<file path="config.mk">
export PLATFORM = sky130hd
export DESIGN_NAME = uart_frame_rx_flat
export DESIGN_NICKNAME = d
export VERILOG_FILES = /design/src/rtl/uart_frame_pkg.sv /design/src/rtl/uart_frame_rx_if.sv /design/src/rtl/uart_rx_byte.sv /design/src/rtl/uart_frame_rx.sv /design/src/flat_wrapper.sv
export SDC_FILE = /design/constraint.sdc
export NUM_CORES = 1
export LEC_CHECK = 0
export BUFFER_PORTS_ARGS = -buffer_cell sky130_fd_sc_hd__buf_4
export CORE_MARGIN = 1
export CORE_UTILIZATION = 50
export CTS_CLUSTER_DIAMETER = 40
export DETAILED_ROUTE_END_ITERATION = 10
export PLACE_DENSITY = 0.75
export SYNTH_ARGS = -nofsm -noshare
export SYNTH_HDL_FRONTEND = slang
export SYNTH_SLANG_ARGS = --single-unit
</file>
<file path="constraint.sdc">
create_clock -name clk -period 3.5 [get_ports clk]
set_clock_uncertainty 0.1 [all_clocks]
set_input_delay 0.175 -clock clk [delete_from_list [all_inputs] [get_ports clk]]
set_output_delay 0.175 -clock clk [all_outputs]
set_load 0.02 [all_outputs]
</file>
<file path="src/rtl/uart_frame_pkg.sv">
// Shared constants and the frame-field index type for the result-frame receiver.
package uart_frame_pkg;

  localparam logic [7:0] FRAME_HDR  = 8'h22;
  localparam logic [7:0] FRAME_MARK = 8'hFF;
  localparam logic [7:0] FRAME_TRL  = 8'h55;
  localparam int         FRAME_LEN  = 11;

  localparam logic [2:0] ERR_NONE = 3'd0;
  localparam logic [2:0] ERR_STOP = 3'd1;
  localparam logic [2:0] ERR_FMT  = 3'd2;
  localparam logic [2:0] ERR_MARK = 3'd3;
  localparam logic [2:0] ERR_TRL  = 3'd4;
  localparam logic [2:0] ERR_TMO  = 3'd5;

  typedef enum logic [3:0] {
    IDX_HUNT, IDX_1, IDX_2, IDX_3, IDX_4, IDX_5,
    IDX_6, IDX_7, IDX_8, IDX_9, IDX_10
  } idx_t;

  // Header is not counted as a field, so the trailer sits at FRAME_LEN-1.
  function automatic logic last_field(idx_t i);
    return i == idx_t'(FRAME_LEN - 1);
  endfunction

endpackage

</file>
<file path="src/rtl/uart_frame_rx_if.sv">
// Decoded-frame result bus: the receiver drives it (master), a consumer reads it (slave).
interface uart_frame_rx_if;
  logic [15:0] frame_str;
  logic [3:0]  frame_digit;
  logic        frame_valid;
  logic        frame_err;
  logic [2:0]  err_code;
  logic [15:0] frame_cnt;

  modport master (output frame_str, frame_digit, frame_valid, frame_err, err_code, frame_cnt);
  modport slave  (input  frame_str, frame_digit, frame_valid, frame_err, err_code, frame_cnt);
endinterface

</file>
<file path="src/rtl/uart_rx_byte.sv">
// 8N1 byte receiver: 2-FF synchroniser, mid-bit sampling, byte strobe or stop-bit error
// in the stop-bit sample cycle.
module uart_rx_byte #(
  parameter int BAUD_DIV = 434
) (
  input  logic       clk,
  input  logic       rst_n,
  input  logic       rx,
  output logic [7:0] rx_byte,
  output logic       rx_strobe,
  output logic       rx_ferr
);

  typedef enum logic [1:0] {B_IDLE, B_START, B_DATA, B_STOP} bstate_t;

  localparam int            CW       = $clog2(BAUD_DIV);
  localparam logic [CW-1:0] HALF_LIM = CW'(BAUD_DIV / 2 - 1);
  localparam logic [CW-1:0] FULL_LIM = CW'(BAUD_DIV - 1);

  bstate_t       state, state_nxt;
  logic          rx_m, rx_s, rx_q;
  logic [CW-1:0] cnt;
  logic [2:0]    bit_idx;
  logic          tick;

  always_ff @(posedge clk or negedge rst_n) begin
    if (!rst_n) begin
      rx_m <= 1'b1;
      rx_s <= 1'b1;
      rx_q <= 1'b1;
    end else begin
      rx_m <= rx;
      rx_s <= rx_m;
      rx_q <= rx_s;
    end
  end

  // Start bit is checked at its centre; every later sample is one full bit after that.
  assign tick = (state == B_START) ? (cnt == HALF_LIM) : (cnt == FULL_LIM);

  always_ff @(posedge clk or negedge rst_n) begin
    if (!rst_n) state <= B_IDLE;
    else        state <= state_nxt;
  end

  always_comb begin
    state_nxt = state;
    rx_strobe = 1'b0;
    rx_ferr   = 1'b0;
    case (state)
      B_IDLE:  if (rx_q && !rx_s) state_nxt = B_START;
      B_START: if (tick) state_nxt = rx_s ? B_IDLE : B_DATA;
      B_DATA:  if (tick && bit_idx == 3'd7) state_nxt = B_STOP;
      B_STOP: begin
        if (tick) begin
          state_nxt = B_IDLE;
          rx_strobe = rx_s;
          rx_ferr   = !rx_s;
        end
      end
      default: state_nxt = B_IDLE;
    endcase
  end

  always_ff @(posedge clk or negedge rst_n) begin
    if (!rst_n) begin
      cnt     <= '0;
      bit_idx <= 3'd0;
      rx_byte <= 8'd0;
    end else begin
      cnt <= (state == B_IDLE || tick) ? '0 : cnt + 1'b1;
      if (state == B_START) bit_idx <= 3'd0;
      if (state == B_DATA && tick) begin
        bit_idx <= bit_idx + 3'd1;
        rx_byte <= {rx_s, rx_byte[7:1]};
      end
    end
  end

endmodule

</file>
<file path="src/rtl/uart_frame_rx.sv">
// Result-frame decoder: validates the 11-byte frame and republishes it one clock after
// the trailer's stop-bit sample; rejected frames pulse frame_err and leave results untouched.
module uart_frame_rx
  import uart_frame_pkg::*;
#(
  parameter int CLK_FREQ     = 50_000_000,
  parameter int BAUD         = 115200,
  parameter int TIMEOUT_BITS = 40
) (
  input  logic           clk,
  input  logic           rst_n,
  input  logic           rx,
  uart_frame_rx_if.master result
);

  localparam int BAUD_DIV = (CLK_FREQ + BAUD / 2) / BAUD;
  localparam int TMO_LIM  = TIMEOUT_BITS * BAUD_DIV;
  localparam int TW       = $clog2(TMO_LIM);

  logic [7:0]  rx_byte;
  logic        rx_strobe, rx_ferr;
  idx_t        idx, idx_nxt;
  logic [TW-1:0] tmo_cnt;
  logic        tmo_hit;
  logic        field_ok, commit, err;
  logic [2:0]  fail_code, cause;
  logic [15:0] sh_str;
  logic [3:0]  sh_digit;

  uart_rx_byte #(.BAUD_DIV(BAUD_DIV)) u_byte (
    .clk       (clk),
    .rst_n     (rst_n),
    .rx        (rx),
    .rx_byte   (rx_byte),
    .rx_strobe (rx_strobe),
    .rx_ferr   (rx_ferr)
  );

  assign tmo_hit = (idx != IDX_HUNT) && (tmo_cnt == TW'(TMO_LIM - 1));

  always_ff @(posedge clk or negedge rst_n) begin
    if (!rst_n) begin
      idx     <= IDX_HUNT;
      tmo_cnt <= '0;
    end else begin
      idx     <= idx_nxt;
      tmo_cnt <= (idx == IDX_HUNT || rx_strobe || rx_ferr || tmo_hit) ? '0 : tmo_cnt + 1'b1;
    end
  end

  always_comb begin
    idx_nxt   = idx;
    commit    = 1'b0;
    err       = 1'b0;
    cause     = ERR_NONE;
    field_ok  = 1'b1;
    fail_code = ERR_FMT;
    case (idx)
      IDX_1, IDX_2, IDX_3, IDX_4: field_ok = (rx_byte[7:1] == 7'd0);
      IDX_5, IDX_6, IDX_7, IDX_9: field_ok = (rx_byte[7:4] == 4'd0);
      IDX_8: begin
        field_ok  = (rx_byte == FRAME_MARK);
        fail_code = ERR_MARK;
      end
      IDX_10: begin
        field_ok  = (rx_byte == FRAME_TRL);
        fail_code = ERR_TRL;
      end
      default: field_ok = 1'b1;
    endcase

    // A byte event in the same cycle as the timeout wins.
    if (rx_ferr) begin
      err     = 1'b1;
      cause   = ERR_STOP;
      idx_nxt = IDX_HUNT;
    end else if (rx_strobe) begin
      if (idx == IDX_HUNT) begin
        if (rx_byte == FRAME_HDR) idx_nxt = IDX_1;
      end else if (!field_ok) begin
        err     = 1'b1;
        cause   = fail_code;
        idx_nxt = (rx_byte == FRAME_HDR) ? IDX_1 : IDX_HUNT;
      end else if (last_field(idx)) begin
        commit  = 1'b1;
        idx_nxt = IDX_HUNT;
      end else begin
        idx_nxt = idx_t'(idx + 4'd1);
      end
    end else if (tmo_hit) begin
      err     = 1'b1;
      cause   = ERR_TMO;
      idx_nxt = IDX_HUNT;
    end
  end

  always_ff @(posedge clk or negedge rst_n) begin
    if (!rst_n) begin
      sh_str   <= 16'd0;
      sh_digit <= 4'd0;
    end else if (rx_strobe && field_ok) begin
      case (idx)
        IDX_1:   sh_str[15]   <= rx_byte[0];
        IDX_2:   sh_str[14]   <= rx_byte[0];
        IDX_3:   sh_str[13]   <= rx_byte[0];
        IDX_4:   sh_str[12]   <= rx_byte[0];
        IDX_5:   sh_str[11:8] <= rx_byte[3:0];
        IDX_6:   sh_str[7:4]  <= rx_byte[3:0];
        IDX_7:   sh_str[3:0]  <= rx_byte[3:0];
        IDX_9:   sh_digit     <= rx_byte[3:0];
        default: ;
      endcase
    end
  end

  always_ff @(posedge clk or negedge rst_n) begin
    if (!rst_n) begin
      result.frame_str   <= 16'd0;
      result.frame_digit <= 4'd0;
      result.frame_valid <= 1'b0;
      result.frame_err   <= 1'b0;
      result.err_code    <= 3'd0;
      result.frame_cnt   <= 16'd0;
    end else begin
      result.frame_valid <= commit;
      result.frame_err   <= err;
      if (err) result.err_code <= cause;
      if (commit) begin
        result.frame_str   <= sh_str;
        result.frame_digit <= sh_digit;
        result.frame_cnt   <= result.frame_cnt + 16'd1;
      end
    end
  end

endmodule

</file>
<file path="src/flat_wrapper.sv">
// flat-port wrapper written by rule: the top's interface ports become plain ports
module uart_frame_rx_flat import uart_frame_pkg::*;
#(
  parameter int CLK_FREQ     = 50_000_000,
  parameter int BAUD         = 115200,
  parameter int TIMEOUT_BITS = 40
)
  (clk, rst_n, rx, result_frame_str, result_frame_digit, result_frame_valid, result_frame_err, result_err_code, result_frame_cnt);
  uart_frame_rx_if result_i ();
  input  logic clk;
  input  logic rst_n;
  input  logic rx;
  output wire logic [$bits(result_i.frame_str)-1:0] result_frame_str;
  output wire logic [$bits(result_i.frame_digit)-1:0] result_frame_digit;
  output wire logic [$bits(result_i.frame_valid)-1:0] result_frame_valid;
  output wire logic [$bits(result_i.frame_err)-1:0] result_frame_err;
  output wire logic [$bits(result_i.err_code)-1:0] result_err_code;
  output wire logic [$bits(result_i.frame_cnt)-1:0] result_frame_cnt;
  assign result_frame_str = result_i.frame_str;
  assign result_frame_digit = result_i.frame_digit;
  assign result_frame_valid = result_i.frame_valid;
  assign result_frame_err = result_i.frame_err;
  assign result_err_code = result_i.err_code;
  assign result_frame_cnt = result_i.frame_cnt;
  uart_frame_rx #(.CLK_FREQ(CLK_FREQ), .BAUD(BAUD), .TIMEOUT_BITS(TIMEOUT_BITS)) u_core (.clk(clk), .rst_n(rst_n), .rx(rx), .result(result_i));
endmodule
</file>
==> parameters.txt <==
Parameter                              Value

STA
  Aggregate negative setup slack    0 ns
  Number of pins exceeding their max-slew limit in the final report    0
  Worst slack on hold paths    0.262 ns
  PnR worst setup slack    0.581 ns
  Setup repair after global routing missed its margin    no
  Headroom to the max-slew limit    0.380
  Minimum clock period    2.92 ns
  Final setup fails    0
  Transition time at the pin with the least slew margin    0.930 ns
  Final hold violations    0
  Max Fclk    343 MHz
  Tcrit/Tclk final    0.834

Floorplan
  Initial Util    0.521
  X dimension of the die    100 microns
  Chip height    100 microns
  Io pins    44
  Row count    35
  Area enclosed by the die boundary    10100 sq um
  Core area    9280 sq um

Drt
  Average vias per placed instance    5.42
  Drt initial violations    140
  TritonRoute pass-1 iters    4
  Total DRC errors in the routed layout    0
  Vias after detailed routing    3201
  Routed wire length    8650 microns
  Remaining antenna violation count    0
  Avg WL per Cell    14.6 microns

GRT
  First-pass GRT wire length    15100 microns
  GRT Resource Usage Total    0.191
  Number of global-route vias before repair    3139
  GRT Residual Overflow    0
  Largest net degree at the start of global routing    55
  Number of antenna violations at the first check in global routing    0

Clock network
  Clock transition at path regs    0.10 ns
  Cts bufs inserted    9
  Root Buffer    sky130_fd_sc_hd__clkbuf_8
  Later-pin clock latency in the skew report    0.37 ns
  CTS H-tree depth    3
  CTS sink cnt    105
  Clock tree from TritonCTS    built
  Number of buffers on the longest clock path    2
  Buffer count from post-CTS setup fixing    0

Logic synthesis
  Area of the mapped netlist    4840 sq um
  Number of instances in the synthesized netlist    414
  Fraction of registers with async set or reset after synthesis    1.00
  Register area share after synthesis    0.544
  Most instantiated flip-flop cell in the synthesis netlist    sky130_fd_sc_hd__dfrtp_1
  Post-synth net total    422
  Count of flip-flops with a built-in enable after synthesis    0
  Count of synthesis-stage warnings from yosys    0
  Post-synthesis register bit count    105
  Number of distinct standard cells referenced by the synthesized netlist    55
  Synthesized area per cell    11.7 sq um

Layout
  Proportion of layout cells with a drive suffix above 1    0.273
  Growth of design area from synthesis to finish    12.8%
  Post-layout util    0.588
  Antenna fix cells    0
  NumNets Final    465

Setup path
  Worst Path Class, Setup    reg -> reg
  Element type at the critical path end    flip-flop
  Top fanout value on the critical path    22
  Critical path startpoint category    flip-flop
  CP arrival    3.08 ns
  Critical Path RT    3.66 ns

Power and ir drop
  Worst ir drop on vdd    0.000310 V
  Final Power    2.14 mW
  Leakage power    2.61 nW
  Power density over the cells    393 nW/um^2

Placed design
  Post-detailed-placement half-perimeter wirelength    6070 microns
  Number of port buffers    43
  Worst setup slack after placement    0.617 ns
  Routability-driven placement congestion ratio    0.813

Worst hold path
  Min-Delay Path Class    reg -> reg

Status
  Run status    finished clean

Flow run
  # Max-Cap Violations    0
power breakdown:
| part | internal, mW | total, mW | switching [mW] |
|---|---|---|---|
| Clock | 0.274 | 0.705 | 0.431 |
| Combinational | 0.0558 | 0.125 | 0.0694 |
| Sequential | 1.26 | 1.31 | 0.0589 |
sequential cells by signal, summed over array words and instances, names as in the netlist, 3 cells and up, named ones only:
signal,cells
u_core.u_byte.bit_idx,3
u_core.sh_digit,4
u_core.tmo_cnt,15
u_core.result.err_code,3
u_core.u_byte.cnt,9
u_core.sh_str,16
u_core.result.frame_cnt,16
u_core.u_byte.rx_byte,8
u_core.idx,4
u_core.result.frame_digit,4
u_core.result.frame_str,16
metrics by stage:
stage,area (sq um),std cells
2_1_floorplan,4840,414
4_1_cts,5460,591
5_1_grt,5460,591
6_report,5460,591
3_5_place_dp,5250,573
3_3_place_gp,5250,573
path summary, 6_finish.rpt:
check,from,endpoint,slack [ns],depth (start not counted)
min reg2reg,u_core.u_byte.rx_m$_DFF_PN1_,u_core.u_byte.rx_s$_DFF_PN1_,0.26,0
max,flip-flop,u_core.sh_str[0]$_DFFE_PN0P_,0.58,6
min,u_core.u_byte.rx_m$_DFF_PN1_,u_core.u_byte.rx_s$_DFF_PN1_,0.26,0
max in group asynchronous,rst_n,u_core.result.frame_str[9]$_DFFE_PN0P_,2.17,3
min in group asynchronous,rst_n,u_core.tmo_cnt[7]$_DFF_PN0_,0.27,2
max reg2reg,flip-flop,u_core.sh_str[0]$_DFFE_PN0P_,0.58,6
area by class of cell:
class                      count  area (sq um)
fill                         797          3830
sequential                   105          2630
multi-input combinational    285          2080
timing repair buffer          48           365
tap                          129           161
clock buffer                   9           124
clock inverter                 7          61.3
inverter                       8          30.0
cell families after synthesis:
family | Yosys count | synth area share
xor gates and xnor gates | 35 | 0.0634
DFF | 105 | 0.544
adders and majority gates | 5 | 0.0129
buffers and inverters | 24 | 0.0256
muxes | 55 | 0.126
and+or+nand+nor | 155 | 0.173
AOI/OAI and AO/OA | 35 | 0.0548
cells in the mapped netlist (3+ instances only):
cell type                   instances  area (sq um)
sky130_fd_sc_hd__a21oi_1            5          25.0
sky130_fd_sc_hd__a31oi_1            3          18.8
sky130_fd_sc_hd__and2_1             3          18.8
sky130_fd_sc_hd__and3_1             8          50.1
sky130_fd_sc_hd__buf_6              3          33.8
sky130_fd_sc_hd__clkbuf_1           8          30.0
sky130_fd_sc_hd__dfrtp_1          102          2550
sky130_fd_sc_hd__dfstp_2            3          78.8
sky130_fd_sc_hd__ha_1               5          62.6
sky130_fd_sc_hd__inv_1              8          30.0
sky130_fd_sc_hd__mux2_2            49           552
sky130_fd_sc_hd__mux2i_1            6          60.1
sky130_fd_sc_hd__nand2_1           24          90.1
sky130_fd_sc_hd__nand2b_1           5          31.3
sky130_fd_sc_hd__nand3_1           18          90.1
sky130_fd_sc_hd__nand4_1           13          81.3
sky130_fd_sc_hd__nor2_1            40           150
sky130_fd_sc_hd__nor2b_1            7          43.8
sky130_fd_sc_hd__nor3_1             6          30.0
sky130_fd_sc_hd__nor4_1            14          87.6
sky130_fd_sc_hd__o21ai_0            7          35.0
sky130_fd_sc_hd__o2bb2ai_1          3          26.3
sky130_fd_sc_hd__or4_1              3          22.5
sky130_fd_sc_hd__xnor2_1           17           149
sky130_fd_sc_hd__xor2_1            18           158
routing by layer:
| layer | global-route usage | share of wire | up-vias | routed length (microns) |
|---|---|---|---|---|
| met4 | 0.0669 | 0.014 | 0 | 118 |
| met3 | 0.0446 | 0.031 | 9 | 270 |
| met1 | 0.256 | 0.48 | 1581 | 4160 |
| met5 | 0 | 0 | - | 0 |
| li1 | - | - | 1556 | - |
| met2 | 0.305 | 0.47 | 55 | 4110 |
worst max-delay path, stage by stage, from the launching register on:
cell	delay, ns
sky130_fd_sc_hd__dfrtp_1	0.53
sky130_fd_sc_hd__nand2b_1	0.23
sky130_fd_sc_hd__or4_4	0.54
sky130_fd_sc_hd__a211oi_4	0.27
sky130_fd_sc_hd__o21ai_2	0.31
sky130_fd_sc_hd__nor3_2	0.43
sky130_fd_sc_hd__mux2_2	0.39
cells in the final DEF, fill, tap and decap left out, types with 13 or more instances in the layout:
cell	netlist	final
sky130_fd_sc_hd__nand4_1	13	13
sky130_fd_sc_hd__nor2_1	40	40
sky130_fd_sc_hd__dfrtp_1	102	102
sky130_fd_sc_hd__mux2_2	49	49
sky130_fd_sc_hd__nand3_1	18	18
sky130_fd_sc_hd__buf_4	2	46
sky130_fd_sc_hd__xnor2_1	17	17
sky130_fd_sc_hd__xor2_1	18	18
sky130_fd_sc_hd__nor4_1	14	14
sky130_fd_sc_hd__nand2_1	24	24
what timing repair did:
action / 4_1_cts / 5_1_grt
gates resized for setup: 0 / 0
hold buffers: 2 / 0
endpoints found under the hold margin: 52 / 0
Power figures use the tool's default switching activity.
